`src/rtl/digit_pkg.sv`:
```
// Shared constants and state encoding for the keypad-style digit packer.
package digit_pkg;

  localparam int NUM_DIGITS = 4;
  localparam int DIGIT_W    = 4;
  localparam int ENTRY_W    = NUM_DIGITS * DIGIT_W;

  typedef enum logic [1:0] {
    ST_EMPTY  = 2'd0,
    ST_ENTRY  = 2'd1,
    ST_FULL   = 2'd2,
    ST_OUTPUT = 2'd3
  } state_t;

endpackage

```
`src/rtl/digit_packer.sv`:
```
// Collects up to four digits into a right-aligned 16-bit entry, supports
// backspace/clear, and publishes the entry through a valid/ready port.
//
//   state     | meaning
//   ST_EMPTY  | no digits held, accepting digits
//   ST_ENTRY  | 1..3 digits held, accepting digits
//   ST_FULL   | 4 digits held, waiting for commit/backspace/clear
//   ST_OUTPUT | committed number presented on out_number
module digit_packer
  import digit_pkg::*;
#(
  parameter bit DECIMAL     = 1'b1,
  parameter bit AUTO_COMMIT = 1'b0
) (
  input  logic               clk,
  input  logic               reset_n,
  input  logic               digit_valid,
  input  logic [DIGIT_W-1:0] digit,
  output logic               digit_ready,
  input  logic               backspace,
  input  logic               clear,
  input  logic               commit,
  output logic [ENTRY_W-1:0] entry_value,
  output logic [2:0]         count,
  output logic               out_valid,
  input  logic               out_ready,
  output logic [ENTRY_W-1:0] out_number,
  output logic               err
);

  localparam logic [2:0] LAST_SLOT = 3'(NUM_DIGITS - 1);

  state_t             state, state_nxt;
  logic [ENTRY_W-1:0] entry_nxt, out_number_nxt, shifted_in;
  logic [2:0]         count_nxt;
  logic               out_valid_nxt, err_nxt, ready_nxt;
  logic               accept, bad_digit;

  assign accept     = digit_valid && digit_ready;
  assign bad_digit  = DECIMAL && (digit > 4'd9);
  assign shifted_in = {entry_value[ENTRY_W-DIGIT_W-1:0], digit};

  // Next-state decode; the if/else order sets clear > backspace > commit > digit.
  always_comb begin
    state_nxt      = state;
    entry_nxt      = entry_value;
    count_nxt      = count;
    out_valid_nxt  = out_valid;
    out_number_nxt = out_number;
    err_nxt        = 1'b0;

    if (clear) begin
      state_nxt     = ST_EMPTY;
      entry_nxt     = '0;
      count_nxt     = 3'd0;
      out_valid_nxt = 1'b0;
    end else if (state == ST_OUTPUT) begin
      if (out_valid && out_ready) begin
        state_nxt     = ST_EMPTY;
        entry_nxt     = '0;
        count_nxt     = 3'd0;
        out_valid_nxt = 1'b0;
      end
    end else if (backspace) begin
      if (state != ST_EMPTY) begin
        entry_nxt = {{DIGIT_W{1'b0}}, entry_value[ENTRY_W-1:DIGIT_W]};
        count_nxt = count - 3'd1;
        state_nxt = (count == 3'd1) ? ST_EMPTY : ST_ENTRY;
      end
    end else if (commit) begin
      if (state != ST_EMPTY) begin
        out_number_nxt = entry_value;
        out_valid_nxt  = 1'b1;
        state_nxt      = ST_OUTPUT;
      end
    end else if (accept) begin
      if (bad_digit) begin
        err_nxt = 1'b1;
      end else begin
        entry_nxt = shifted_in;
        count_nxt = count + 3'd1;
        if (count == LAST_SLOT) begin
          if (AUTO_COMMIT) begin
            out_number_nxt = shifted_in;
            out_valid_nxt  = 1'b1;
            state_nxt      = ST_OUTPUT;
          end else begin
            state_nxt = ST_FULL;
          end
        end else begin
          state_nxt = ST_ENTRY;
        end
      end
    end

    // Ready is registered from the next state so it stays a pure state decode.
    ready_nxt = (state_nxt == ST_EMPTY) || (state_nxt == ST_ENTRY);
  end

  // State and output registers.
  always_ff @(posedge clk or negedge reset_n) begin
    if (!reset_n) begin
      state       <= ST_EMPTY;
      entry_value <= '0;
      count       <= 3'd0;
      out_valid   <= 1'b0;
      out_number  <= '0;
      err         <= 1'b0;
      digit_ready <= 1'b1;
    end else begin
      state       <= state_nxt;
      entry_value <= entry_nxt;
      count       <= count_nxt;
      out_valid   <= out_valid_nxt;
      out_number  <= out_number_nxt;
      err         <= err_nxt;
      digit_ready <= ready_nxt;
    end
  end

endmodule

```
`config.mk`:
```
export PLATFORM = sky130hd
export DESIGN_NAME = digit_packer
export DESIGN_NICKNAME = d
export VERILOG_FILES = /design/src/rtl/digit_pkg.sv /design/src/rtl/digit_packer.sv
export SDC_FILE = /design/constraint.sdc
export NUM_CORES = 1
export LEC_CHECK = 0
export CORE_ASPECT_RATIO = 2
export CORE_MARGIN = 4
export CORE_UTILIZATION = 52
export CTS_BUF_LIST = sky130_fd_sc_hd__clkbuf_8
export DETAILED_ROUTE_END_ITERATION = 10
export GPL_TIMING_DRIVEN = 0
export HOLD_SLACK_MARGIN = 0.08
export PLACE_DENSITY = 0.86
export SYNTH_ARGS = -nofsm -noshare
export SYNTH_HDL_FRONTEND = slang
export SYNTH_SLANG_ARGS = --single-unit
export TNS_END_PERCENT = 100
```
`constraint.sdc`:
```
create_clock -name clk -period 1.7 [get_ports clk]
set_input_delay 0.34 -clock clk [delete_from_list [all_inputs] [get_ports clk]]
set_output_delay 0.34 -clock clk [all_outputs]
set_load 0.01 [all_outputs]
```
==> report_table.html <==
<table>
<tr><th>Metric</th><th>Value</th></tr>
<tr><th colspan="2">Setup path</th></tr>
<tr><td>Data required time of the worst path</td><td>1.36 ns</td></tr>
<tr><td>Register-to-register path setup slack</td><td>0.07 ns</td></tr>
<tr><td>Crit-path cells</td><td>clkdlybuf4s50_1</td></tr>
<tr><td>Path type of the worst setup path</td><td>reg2out</td></tr>
<tr><td>Kind of capture point of the worst setup path</td><td>output port</td></tr>
<tr><td>Setup crit start kind</td><td>flop</td></tr>
<tr><td>Buffers plus inverters on the worst setup path</td><td>1</td></tr>
<tr><td>Critical Path Fanout Max</td><td>5</td></tr>
<tr><td>Family of cells with the greatest summed delay on the critical path</td><td>buffers and inverters</td></tr>
<tr><td>Peak per-stage delay on the critical path</td><td>0.58 ns</td></tr>
<tr><td>Crit-path slowest cell</td><td>clkdlybuf4s50_1</td></tr>
<tr><td>Critical path data arrival time</td><td>1.31 ns</td></tr>
<tr><th colspan="2">Yosys</th></tr>
<tr><td>Xor and xnor fraction of the mapped netlist area</td><td>0</td></tr>
<tr><td>Simple-gate portion of the synthesized area</td><td>0.0969</td></tr>
<tr><td>Yosys warning count</td><td>0</td></tr>
<tr><td>Top cells by count, synth</td><td>dfrtp_1 (39), mux2i_1 (17), mux2_4 (10), o2bb2ai_2 (10), nand2b_1 (8)</td></tr>
<tr><td>Number of standard cells after synthesis</td><td>171</td></tr>
<tr><td>Net count after synthesis</td><td>186</td></tr>
<tr><td>FFs w/ async S/R, synth</td><td>1.00</td></tr>
<tr><td>Compound-Gate Fraction of Synth Area</td><td>0.201</td></tr>
<tr><td>Synth cell types</td><td>50</td></tr>
<tr><td>Proportion of netlist area held by the largest area contributor</td><td>0.442</td></tr>
<tr><td>Seq/Total Area, Yosys</td><td>0.454</td></tr>
<tr><td>Number of enable flip-flop cells after synthesis</td><td>0</td></tr>
<tr><td>Summed instance area of the synthesized netlist</td><td>0.00221 sq mm</td></tr>
<tr><td>Avg Inst Size Synth</td><td>12.9 sq um</td></tr>
<tr><td>Adder-Cell Fraction of Synth Area</td><td>0.0227</td></tr>
<tr><td>Register bit count reported by yosys</td><td>40</td></tr>
<tr><td>Most used flip-flop cell after synthesis</td><td>dfrtp_1</td></tr>
<tr><td>Dominant combinational cell family by area after synthesis</td><td>compound AO/OA/AOI/OAI gates</td></tr>
<tr><td>Most numerous cell in the Yosys netlist</td><td>dfrtp_1</td></tr>
<tr><td>Multiplexer share of the synthesized area</td><td>0.181</td></tr>
<tr><td>Biggest area contributors in the synthesized netlist</td><td>dfrtp_1 (44%), mux2i_1 (7.7%), mux2_4 (6.8%)</td></tr>
<tr><td>Library cell with the largest summed area after synthesis</td><td>dfrtp_1</td></tr>
<tr><th colspan="2">Worst hold path</th></tr>
<tr><td>Worst hold path class</td><td>in2async</td></tr>
<tr><th colspan="2">Run status</th></tr>
<tr><td>Status</td><td>complete, no violations</td></tr>
<tr><th colspan="2">Floorplanning</th></tr>
<tr><td>Count of standard-cell rows</td><td>33</td></tr>
<tr><td>Core area</td><td>0.00409 sq mm</td></tr>
<tr><td>Die Footprint</td><td>0.00542 sq mm</td></tr>
<tr><td>Count of pins on the block boundary</td><td>49</td></tr>
<tr><td>Starting Density</td><td>0.540</td></tr>
<tr><td>Chip height</td><td>100 microns</td></tr>
<tr><td>Chip Width</td><td>54.1 microns</td></tr>
<tr><th colspan="2">Drt</th></tr>
<tr><td>Number of nets with antenna violations after routing</td><td>0</td></tr>
<tr><td>Routed WL per cell</td><td>17.6 microns</td></tr>
<tr><td>Overall via count from detail_route</td><td>1586</td></tr>
<tr><td>Via/cell ratio</td><td>5.73</td></tr>
<tr><td>DR pass1 iterations</td><td>4</td></tr>
<tr><td>Post-detailed-route DRC marker count</td><td>0</td></tr>
<tr><td>Overall routed net length</td><td>4.87 mm</td></tr>
<tr><td>DRC marker count from the first detailed-route iteration</td><td>25</td></tr>
<tr><th colspan="2">Power</th></tr>
<tr><td>Part of the power in the clock network</td><td>0.321</td></tr>
<tr><td>Part of the total power dissipated in sequential elements</td><td>0.526</td></tr>
<tr><td>Net switching power of the design</td><td>507 uW</td></tr>
<tr><td>Power per unit of standard cell area</td><td>665 mW/mm^2</td></tr>
<tr><td>Share of total power consumed by net switching</td><td>0.269</td></tr>
<tr><td>Power share of the combinational group</td><td>0.153</td></tr>
<tr><td>Peak VDD IR</td><td>610 uV</td></tr>
<tr><td>Internal power</td><td>1.38 mW</td></tr>
<tr><td>P_leak</td><td>1.25 nW</td></tr>
<tr><th colspan="2">Layout</th></tr>
<tr><td>Post-route non-filler standard cell count</td><td>277</td></tr>
<tr><td>Diode count</td><td>0</td></tr>
<tr><td>Growth of design area from synthesis to finish</td><td>28.3%</td></tr>
<tr><td>Fraction of the core area covered by cells at the end of the flow</td><td>0.693</td></tr>
<tr><td>Number of fill cells</td><td>289</td></tr>
<tr><td>Nets</td><td>240</td></tr>
<tr><td>Share of layout cells above drive strength 1</td><td>0.293</td></tr>
<tr><td>Final standard cell area without fillers</td><td>0.00283 sq mm</td></tr>
<tr><th colspan="2">Global routing</th></tr>
<tr><td>Total gr overflow</td><td>0</td></tr>
<tr><td>Global-route wire length before repair</td><td>7.99 mm</td></tr>
<tr><td>Maximum number of pins on one net before global-route repair</td><td>41</td></tr>
<tr><td>Antenna violations before repair</td><td>0</td></tr>
<tr><td>Via count of the first global-routing pass</td><td>1620</td></tr>
<tr><td>Total routing usage reported by global routing</td><td>0.204</td></tr>
<tr><th colspan="2">Timing</th></tr>
<tr><td>Final setup violation count</td><td>0</td></tr>
<tr><td>Final-report hold violation count</td><td>0</td></tr>
<tr><td>Final clock skew</td><td>0.00513 ns</td></tr>
<tr><td>Post-route worst hold slack</td><td>0.153 ns</td></tr>
<tr><td>Maximum clock frequency</td><td>0.606 GHz</td></tr>
<tr><td>Setup repair after global routing missed its margin</td><td>false</td></tr>
<tr><td>Period Utilization, post-route</td><td>0.970</td></tr>
<tr><td>Transition time at the pin with the least slew margin</td><td>0.859 ns</td></tr>
<tr><td>Clock period minus final worst setup slack</td><td>1.65 ns</td></tr>
<tr><td>Slew Limit Fails</td><td>0</td></tr>
<tr><td>Slew headroom</td><td>0.427</td></tr>
<tr><th colspan="2">Clock tree</th></tr>
<tr><td>Number of levels in the clock H-tree</td><td>2</td></tr>
<tr><td>Clock latency at the later pin of the worst-skew pair</td><td>0.30 ns</td></tr>
<tr><td>Clock tree from TritonCTS</td><td>yes</td></tr>
<tr><td>Maximum root-to-sink buffer count</td><td>2</td></tr>
<tr><td>Clock slew seen by the registers of the worst setup and hold paths</td><td>0.07 ns</td></tr>
<tr><td>Clock Tree Root</td><td>clkbuf_8</td></tr>
<tr><td># clock sinks</td><td>40</td></tr>
<tr><td>Number of clock buffers inserted by TritonCTS</td><td>5</td></tr>
<tr><td>Number of hold buffers added after cts</td><td>0</td></tr>
<tr><td>Buffers inserted by post-CTS timing repair</td><td>0</td></tr>
<tr><th colspan="2">Placed design</th></tr>
<tr><td>Post-placement cell area</td><td>0.00274 sq mm</td></tr>
<tr><td>Final weighted congestion in routability-driven placement</td><td>0.864</td></tr>
<tr><td>Post-detailed-placement half-perimeter wirelength</td><td>3.62 mm</td></tr>
<tr><td>Cell count after placement</td><td>270</td></tr>
<tr><td>Buffers on Ports</td><td>47</td></tr>
<tr><th colspan="2">Job</th></tr>
<tr><td># Max-Cap Violations</td><td>0</td></tr>
</table>
-- flip-flops by register name, indices dropped and copies added, names as in the netlist --
| name | cells |
|---|---|
| count | 3 |
| digit_ready | 1 |
| entry_value | 16 |
| err | 1 |
| out_number | 16 |
| out_valid | 1 |
| state | 2 |
-- cell usage in the layout (no fill, tap or decap), types with 2 or more instances in the layout --
| cell | synthesis | routed |
|---|---|---|
| nor2_2 | 3 | 4 |
| mux2i_1 | 17 | 17 |
| mux2_4 | 10 | 10 |
| buf_2 | 2 | 3 |
| o2bb2ai_1 | 3 | 3 |
| a32oi_1 | 2 | 2 |
| dfrtp_1 | 39 | 33 |
| buf_6 | 4 | 4 |
| mux2_2 | 6 | 6 |
| nand2_1 | 7 | 7 |
| nand2b_1 | 8 | 8 |
| ha_1 | 4 | 4 |
| clkdlybuf4s50_1 | 0 | 44 |
| a21oi_1 | 4 | 4 |
| nor2_1 | 7 | 6 |
| a21o_1 | 2 | 2 |
| o2bb2ai_2 | 10 | 10 |
| dfrtp_2 | 0 | 6 |
| o21ai_0 | 4 | 3 |
| nor3_1 | 3 | 3 |
| clkbuf_8 | 0 | 5 |
| inv_1 | 5 | 5 |
-- final cells by class --
type                       instances  area (sq um)  area share
clock inverter                     2          12.5     0.00442
buffer                             9          81.3      0.0287
timing repair buffer              47           467       0.165
inverter                           5          18.8     0.00663
clock buffer                       5          68.8      0.0243
sequential                        40          1010       0.356
tap                               52          65.1      0.0230
multi-input combinational        117          1110       0.392
-- per-stage QoR --
step	power, mW	TNS [ns]	setup slack [ns]
detailed placement	1.30	-8.75	-0.381
floorplan	1.18	0	0.248
global route	1.97	0	0.00397
finish	1.88	0	0.0503
CTS	1.90	0	0.00370
global placement	1.29	-37.03	-0.720
-- final timing paths --
path	startpoint	endpoint	cells after the start
worst max-delay path	entry_value[10]	entry_value[10]	1
worst min-delay path	reset_n	count[0]	1
worst max register to register	state[1]	entry_value[3]	6
worst min register to register	out_number[1]	out_number[1]	1
max in group asynchronous	reset_n	entry_value[9]	1
min in group clk	backspace	entry_value[11]	4
-- cells by family after synthesis --
group | Yosys count
DFF | 40
buffers and inverters | 14
muxes | 34
and+or+nand+nor | 36
adders and majority gates | 4
AOI/OAI and AO/OA | 43
-- worst register-to-register path, delay by kind of cell, from the launching register on --
kind	cells	cell delay, ns
simple gates	1	0.25
compound gates	3	0.55
flops	1	0.42
buf+inv	2	0.36
-- what timing repair did --
action,CTS,global route
gates resized for setup,2,9
setup endpoints to repair,4,28
pin swaps,0,1
-- metal layers --
metal	global-route usage	vias up	wire, microns
li1	-	736	-
met5	0	-	0
met1	0.250	781	1910
met4	0.104	0	142
met3	0.0446	13	221
met2	0.326	56	2600
-- power groups by stage --
stage / clock (mW) / sequential [mW] / combinational, mW
2_1_floorplan: 0 / 1.01 / 0.163
3_3_place_gp: 0 / 1.01 / 0.285
3_5_place_dp: 0 / 1.01 / 0.287
4_1_cts: 0.623 / 0.990 / 0.289
5_1_grt: 0.660 / 0.995 / 0.312
6_report: 0.605 / 0.991 / 0.289
Power figures use the tool's default switching activity.
